==> config.mk <==
export PLATFORM = sky130hd
export DESIGN_NAME = cmd_frame_ctrl
export DESIGN_NICKNAME = d
export VERILOG_FILES = /design/src/rtl/cmd_frame_ctrl.sv
export SDC_FILE = /design/constraint.sdc
export NUM_CORES = 1
export LEC_CHECK = 0
export CORE_UTILIZATION = 54
export CTS_CLUSTER_DIAMETER = 100
export DETAILED_ROUTE_END_ITERATION = 7
export GPL_TIMING_DRIVEN = 0
export PLACE_DENSITY = 0.78
export SYNTH_ARGS = -nofsm -noshare
export SYNTH_HDL_FRONTEND = slang
export SYNTH_SLANG_ARGS = --single-unit
==> constraint.sdc <==
create_clock -name clk -period 3.15 [get_ports clk]
set_clock_uncertainty 0.05 [all_clocks]
set_input_delay 0.315 -clock clk [delete_from_list [all_inputs] [get_ports clk]]
set_output_delay 0.315 -clock clk [all_outputs]
set_load 0.03 [all_outputs]
==> src/rtl/cmd_frame_ctrl.sv <==
// Command-frame controller: parses 8-byte frames from the UART RX FIFO,
// drives host-select / reset / power controls and returns an ACK/NAK frame.
module cmd_frame_ctrl #(
  parameter int FIFO_CNT_W     = 5,
  parameter int TF_DEPTH       = 16,
  parameter int NUM_CH         = 2,
  parameter int CH_W           = 1,
  parameter int POP_GAP        = 3,
  parameter int RESET_CYCLES   = 1000,
  parameter int TIMEOUT_CYCLES = 4096,
  parameter logic [7:0] DEV_ADDR = 8'hAB
) (
  input  logic                  clk,
  input  logic                  rst_n,
  input  logic [7:0]            rdr,
  input  logic [FIFO_CNT_W-1:0] rf_counter,
  output logic                  rf_pop,
  input  logic [FIFO_CNT_W-1:0] tf_counter,
  output logic [7:0]            tdr,
  output logic                  tf_push,
  input  logic [CH_W-1:0]       cur_host,
  output logic [CH_W-1:0]       host_sel,
  output logic                  force_swi,
  output logic [NUM_CH-1:0]     reset_out,
  output logic [NUM_CH-1:0]     power_on,
  output logic                  err_pulse,
  output logic [7:0]            err_count
);

  localparam int GW = $clog2(POP_GAP + 2);
  localparam int TW = $clog2(TIMEOUT_CYCLES + 1);
  localparam int RW = $clog2(RESET_CYCLES + 1);
  localparam logic [4:0] NCH = 5'(NUM_CH);

  typedef enum logic [2:0] {
    IDLE, HUNT0, HUNT1, COLLECT, CHECK, EXEC, REPLY
  } state_t;

  state_t          state;
  logic [GW-1:0]   gap;
  logic [TW-1:0]   to_cnt;
  logic [2:0]      bcnt;
  logic [7:0]      fb [6];
  logic [7:0]      status;
  logic [RW-1:0]   rcnt [NUM_CH];

  logic            take;
  logic            tx_ok;
  logic [3:0]      op;
  logic [3:0]      ch;
  logic            ch_ok;
  logic            is_host;
  logic [NUM_CH-1:0] ch_oh;
  logic [NUM_CH-1:0] trig;
  logic [7:0]      ex_status;
  logic            ex_err;
  logic [7:0]      sum;
  logic [7:0]      rchk;
  logic [7:0]      rbyte;

  assign take    = (gap == '0) && (rf_counter != '0);
  assign tx_ok   = (gap == '0) && (tf_counter < FIFO_CNT_W'(TF_DEPTH));
  assign op      = fb[2][7:4];
  assign ch      = fb[2][3:0];
  assign ch_ok   = {1'b0, ch} < NCH;
  assign is_host = ch == 4'(cur_host);
  assign ch_oh   = NUM_CH'(1) << ch;
  assign sum     = fb[0] + fb[1] + fb[2] + fb[3];
  assign rchk    = 8'h00 - fb[0] - fb[1] - status;

  always_comb begin
    ex_status = 8'h03;
    ex_err    = 1'b0;
    unique case (1'b1)
      !ch_ok: begin
        ex_status = 8'h04;
        ex_err    = 1'b1;
      end
      ch_ok && op == 4'h1: ex_status = 8'h00;
      ch_ok && op == 4'h2: ex_status = is_host ? 8'h01 : 8'h00;
      ch_ok && op == 4'h3: ex_status = 8'h00;
      ch_ok && op == 4'h4: ex_status = is_host ? 8'h01 : 8'h00;
      ch_ok && op == 4'h5: ex_status = 8'h00;
      default: ex_status = 8'h03;
    endcase
  end

  always_comb begin
    trig = '0;
    if (state == EXEC && ch_ok) begin
      if (op == 4'h2 && !is_host) trig = ch_oh;
      if (op == 4'h5) trig = '1;
    end
  end

  always_comb begin
    rbyte = 8'h00;
    unique case (bcnt)
      3'd0: rbyte = 8'hEB;
      3'd1: rbyte = 8'h90;
      3'd2: rbyte = fb[0];
      3'd3: rbyte = fb[1];
      3'd4: rbyte = status;
      3'd5: rbyte = rchk;
      3'd6: rbyte = 8'h09;
      3'd7: rbyte = 8'hD7;
      default: rbyte = 8'h00;
    endcase
  end

  always_ff @(posedge clk or negedge rst_n) begin
    if (!rst_n) begin
      state     <= IDLE;
      rf_pop    <= 1'b0;
      tf_push   <= 1'b0;
      tdr       <= 8'h00;
      force_swi <= 1'b0;
      err_pulse <= 1'b0;
      host_sel  <= '0;
      power_on  <= '1;
      gap       <= '0;
      to_cnt    <= '0;
      bcnt      <= '0;
      status    <= 8'h00;
      for (int i = 0; i < 6; i++) fb[i] <= 8'h00;
    end else begin
      rf_pop    <= 1'b0;
      tf_push   <= 1'b0;
      force_swi <= 1'b0;
      err_pulse <= 1'b0;
      if (gap != '0) gap <= gap - 1'b1;
      unique case (state)
        IDLE: if (rf_counter != '0) state <= HUNT0;
        HUNT0: if (take) begin
          rf_pop <= 1'b1;
          gap    <= GW'(POP_GAP + 1);
          if (rdr == 8'hEB) state <= HUNT1;
          else begin
            err_pulse <= 1'b1;
            state     <= IDLE;
          end
        end
        HUNT1: if (take) begin
          rf_pop <= 1'b1;
          gap    <= GW'(POP_GAP + 1);
          if (rdr == 8'h90) begin
            state  <= COLLECT;
            bcnt   <= '0;
            to_cnt <= '0;
          end else if (rdr != 8'hEB) begin
            err_pulse <= 1'b1;
            state     <= IDLE;
          end
        end
        COLLECT: begin
          if (take) begin
            rf_pop   <= 1'b1;
            gap      <= GW'(POP_GAP + 1);
            fb[bcnt] <= rdr;
            to_cnt   <= '0;
            if (bcnt == 3'd5) state <= CHECK;
            else bcnt <= bcnt + 3'd1;
          end else if (rf_counter == '0) begin
            if (to_cnt == TW'(TIMEOUT_CYCLES - 1)) begin
              err_pulse <= 1'b1;
              to_cnt    <= '0;
              state     <= IDLE;
            end else to_cnt <= to_cnt + 1'b1;
          end
        end
        CHECK: begin
          bcnt <= '0;
          if (fb[4] != 8'h09 || fb[5] != 8'hD7) begin
            err_pulse <= 1'b1;
            state     <= IDLE;
          end else if (fb[1] != DEV_ADDR) begin
            state <= IDLE;
          end else if (sum != 8'h00) begin
            err_pulse <= 1'b1;
            status    <= 8'h02;
            state     <= REPLY;
          end else state <= EXEC;
        end
        EXEC: begin
          status    <= ex_status;
          err_pulse <= ex_err;
          state     <= REPLY;
          if (ch_ok) begin
            if (op == 4'h1 || op == 4'h5) begin
              host_sel  <= ch[CH_W-1:0];
              force_swi <= 1'b1;
            end
            if (op == 4'h3) power_on <= power_on | ch_oh;
            if (op == 4'h4 && !is_host) power_on <= power_on & ~ch_oh;
          end
        end
        REPLY: if (tx_ok) begin
          tdr     <= rbyte;
          tf_push <= 1'b1;
          gap     <= GW'(POP_GAP + 1);
          if (bcnt == 3'd7) state <= IDLE;
          else bcnt <= bcnt + 3'd1;
        end
        default: state <= IDLE;
      endcase
    end
  end

  // A retrigger reloads the count while the output stays high.
  always_ff @(posedge clk or negedge rst_n) begin
    if (!rst_n) begin
      reset_out <= '0;
      for (int i = 0; i < NUM_CH; i++) rcnt[i] <= '0;
    end else begin
      for (int i = 0; i < NUM_CH; i++) begin
        if (trig[i]) begin
          rcnt[i]      <= RW'(RESET_CYCLES - 1);
          reset_out[i] <= 1'b1;
        end else if (rcnt[i] != '0) begin
          rcnt[i] <= rcnt[i] - 1'b1;
        end else begin
          reset_out[i] <= 1'b0;
        end
      end
    end
  end

  always_ff @(posedge clk or negedge rst_n) begin
    if (!rst_n) err_count <= 8'h00;
    else if (err_pulse && err_count != 8'hFF) err_count <= err_count + 8'h01;
  end

endmodule
==> metrics.txt <==
Yosys warning count=0; Final Hold Viols=0; Max stage delay on crit path=approximately 540 ps; Routed Antenna Nets=0; first-pass GRT wire length=24500 um; post-synth top area cell=dfrtp_1; initial drt markers=375; cell count after placement=853; relative slew slack=a little under a third; via density per instance=5.84; nets=a little under 800; DR vias=~5200; Core Area=12200 um2; crit share post-route=107%; CTS Buffer Depth=2; Async SR Flop Fraction=between 90% and 100%; final WL=about 15000 um; non-filler cells, final=just under 900; Die Ht=114 um; failing checks=setup timing; CTS sink count=~120; GRT Residual Overflow=0; die area=13000 um2; dpl ws=-456 ps; cells along the critical path=fa_1 -> fa_1 -> ha_4 -> inv_2 -> fa_2 -> buf_4 -> xor2_2 -> o2111ai_2 -> nor4_4 -> buf_6 -> a2111oi_4 -> nand3b_1; setup_tns=-816 ps; worst path required time=about 3400 ps; status=finished, violations left; CTS clk-pin slew, worst paths=60 ps; Final Max Tran Viols=0; input/output buffers=41; fin crit period=3360 ps; initial antenna violation count=0; drt wl/cell=16.9 um; Seq/Total Area, Yosys=43.5%; Initial Utilization=55.9%; post-synthesis instance area=6800 um2; synthesized net count=718; share of cells above drive strength 1=19.3%; synthesized area per cell=10.6 um2; Setup Viol. Count Final=6; Pre-Repair DR Iteration Count=5; vias in the first global route=about 5000; Cell Rows=40; RSZ-0062 raised after global routing=yes; total track usage=24.4%; Yosys top cell area share=42.7%; CTS root buf=clkbuf_16; die width=114 um; largest net degree at the start of global routing=75; HP Class=input port to asynchronous set/reset pin; PwrDens=~940 nW/um2; Post-DP HPWL=10600 um; Worst VDD drop=0.750 mV; Synth Flop Type=dfrtp_1; DRC=0; cells after synthesis=~640; Critical Path AT=3580 ps; routability cong.=0.891; synthesized flop and latch total=118; Least-Margin Pin Slew=1020 ps; n_diodes=0; EDFF count, synth=0; reg2reg start=fb[33]; number of max-cap violations=0; crit start category=flop; crit path max fanout=4; CP endpoint kind=flop; post-synth cell types=67; cell mode on critical path=fa_1; Clk Latency, worst-skew pair=around 420 ps; Inserted Clock Buffers=17; worst reg2reg path endpoint=err_pulse; H-tree lvl count=4; # fillers=~910; Highest Clock Rate=297 MHz; R2R Setup Slk=-210 ps; Ports=46; CP Class=flop to flop; slowest CP cell=fa_1; final setup margin=-214 ps; Area Growth Syn to Fin=21.8%; Synth area leaders=dfrtp_1, mux2_2, ha_1; TritonCTS clock tree=yes; Worst R2R Path Depth=12; WHS=392 ps; leakage power figure=approximately 3.6 nW
[layout make-up]
class / instances / area, um2 / share of cell area, %
Buffer: 12 / 52.6 / 0.634
Multi-Input combinational cell: 464 / 3800 / 45.9
Clock inverter: 11 / 108 / 1.30
Inverter: 49 / 184 / 2.22
Tap cell: 168 / 210 / 2.54
Timing Repair Buffer: 50 / 505 / 6.10
Clock buffer: 21 / 460 / 5.56
Sequential cell: 118 / 2960 / 35.8
[cell usage in the layout, fill, tap and decap left out, types with 8 or more instances in the layout]
| master | n |
|---|---|
| clkbuf_1 | 12 |
| nor2_1 | 47 |
| a21oi_1 | 28 |
| inv_1 | 48 |
| nor3_1 | 14 |
| clkbuf_16 | 17 |
| nand3_1 | 17 |
| nor4_1 | 8 |
| fa_1 | 14 |
| clkinv_2 | 8 |
| mux2_2 | 50 |
| xnor2_1 | 30 |
| dfrtp_1 | 110 |
| nand2_1 | 42 |
| nand2b_1 | 14 |
| o21ai_0 | 19 |
| clkdlybuf4s50_1 | 40 |
| ha_1 | 34 |
[routing by layer]
metal | track usage [%] | part of all wire (%) | vias to the layer above
li1 | - | - | 2423
met1 | 31.9 | 44 | 2587
met2 | 39.4 | 49 | 167
met3 | 5.24 | 4.7 | 35
met4 | 10.8 | 2.5 | 0
met5 | 0 | 0 | -
[Yosys cell counts (all sizes together), types with 4 or more instances]
cell type,n
xor2,8
nand3,17
or3,6
a21oi,32
mux2,50
a211oi,4
nand4,5
nor3,18
nand2,42
dfrtp,116
nand2b,15
ha,37
a31oi,6
nor4b,4
nor2b,7
o21ai,25
o21a,4
clkbuf,10
inv,49
a221oi,4
o22a,4
o31ai,5
nor4,14
fa,17
nor2,49
o211ai,7
xnor2,31
a21o,4
or2,5
[through the flow]
step	instance area (um2)	utilization, %	power (mW)
2_1_floorplan	6810	-	4.44
3_3_place_gp	7430	61.1	5.13
3_5_place_dp	7450	61.3	5.31
4_1_cts	8120	66.8	7.41
5_1_grt	8280	68.1	8.24
6_report	8280	68.1	7.75
[power by group]
| part | internal, mW | leakage [nW] | switching (mW) | total [mW] |
|---|---|---|---|---|
| Combinational | 1.64 | 1.79 | 2.10 | 3.74 |
| Clock | 1.19 | 0.286 | 0.652 | 1.84 |
| Sequential | 1.81 | 1.50 | 0.353 | 2.16 |
[what timing repair did]
item / CTS / global route
hold buffers: 1 / 0
setup endpoints to repair: 7 / 7
endpoints found under the hold margin: 44 / 0
setup buffers: 2 / 5
resized for setup: 18 / 25
pin swaps: 8 / 14
[worst max-delay path by stage]
stage	from	to	slack, ps	cells after the start
floorplan	fb[33]	err_pulse	10	11
global placement	rst_n	fb[3]	-2620	1
detailed placement	fb[33]	err_pulse	-460	11
CTS	fb[33]	err_pulse	-200	11
global route	fb[33]	err_pulse	-260	12
finish	fb[33]	err_pulse	-210	12
[cells by family (layout without fill, tap and decap cells)]
| logic type | count (synthesis) | after routing | synth area share [%] |
|---|---|---|---|
| AO/OA/AOI/OAI | 117 | 117 | 11.3 |
| XOR/XNOR | 39 | 39 | 5.02 |
| adder cells (fa/ha/maj) | 54 | 54 | 11.8 |
| buffers and inverters | 61 | 143 | 3.48 |
| flip-flops | 118 | 118 | 43.5 |
| multiplexers | 52 | 52 | 8.58 |
| AND/OR/NAND/NOR | 202 | 202 | 16.4 |
[critical path, delay by kind of cell (launching register included)]
family / cells / cell delay, ps
AND/OR/NAND/NOR: 2 / 470
AO/OA/AOI/OAI: 2 / 250
flip-flops: 1 / 430
buffers and inverters: 3 / 360
adder cells (fa/ha/maj): 4 / 1500
XOR/XNOR: 1 / 150
[state kept, by name, summed over array words and instances (netlist names), named ones only]
name,count
fb,44
rcnt,20
to_cnt,13
err_count,8
tdr,8
ch,4
bcnt,3
gap,3
state,3
status,3
reset_out,2
err_pulse,1
force_swi,1
host_sel,1
rf_pop,1
tf_push,1
Power figures use the tool's default switching activity.
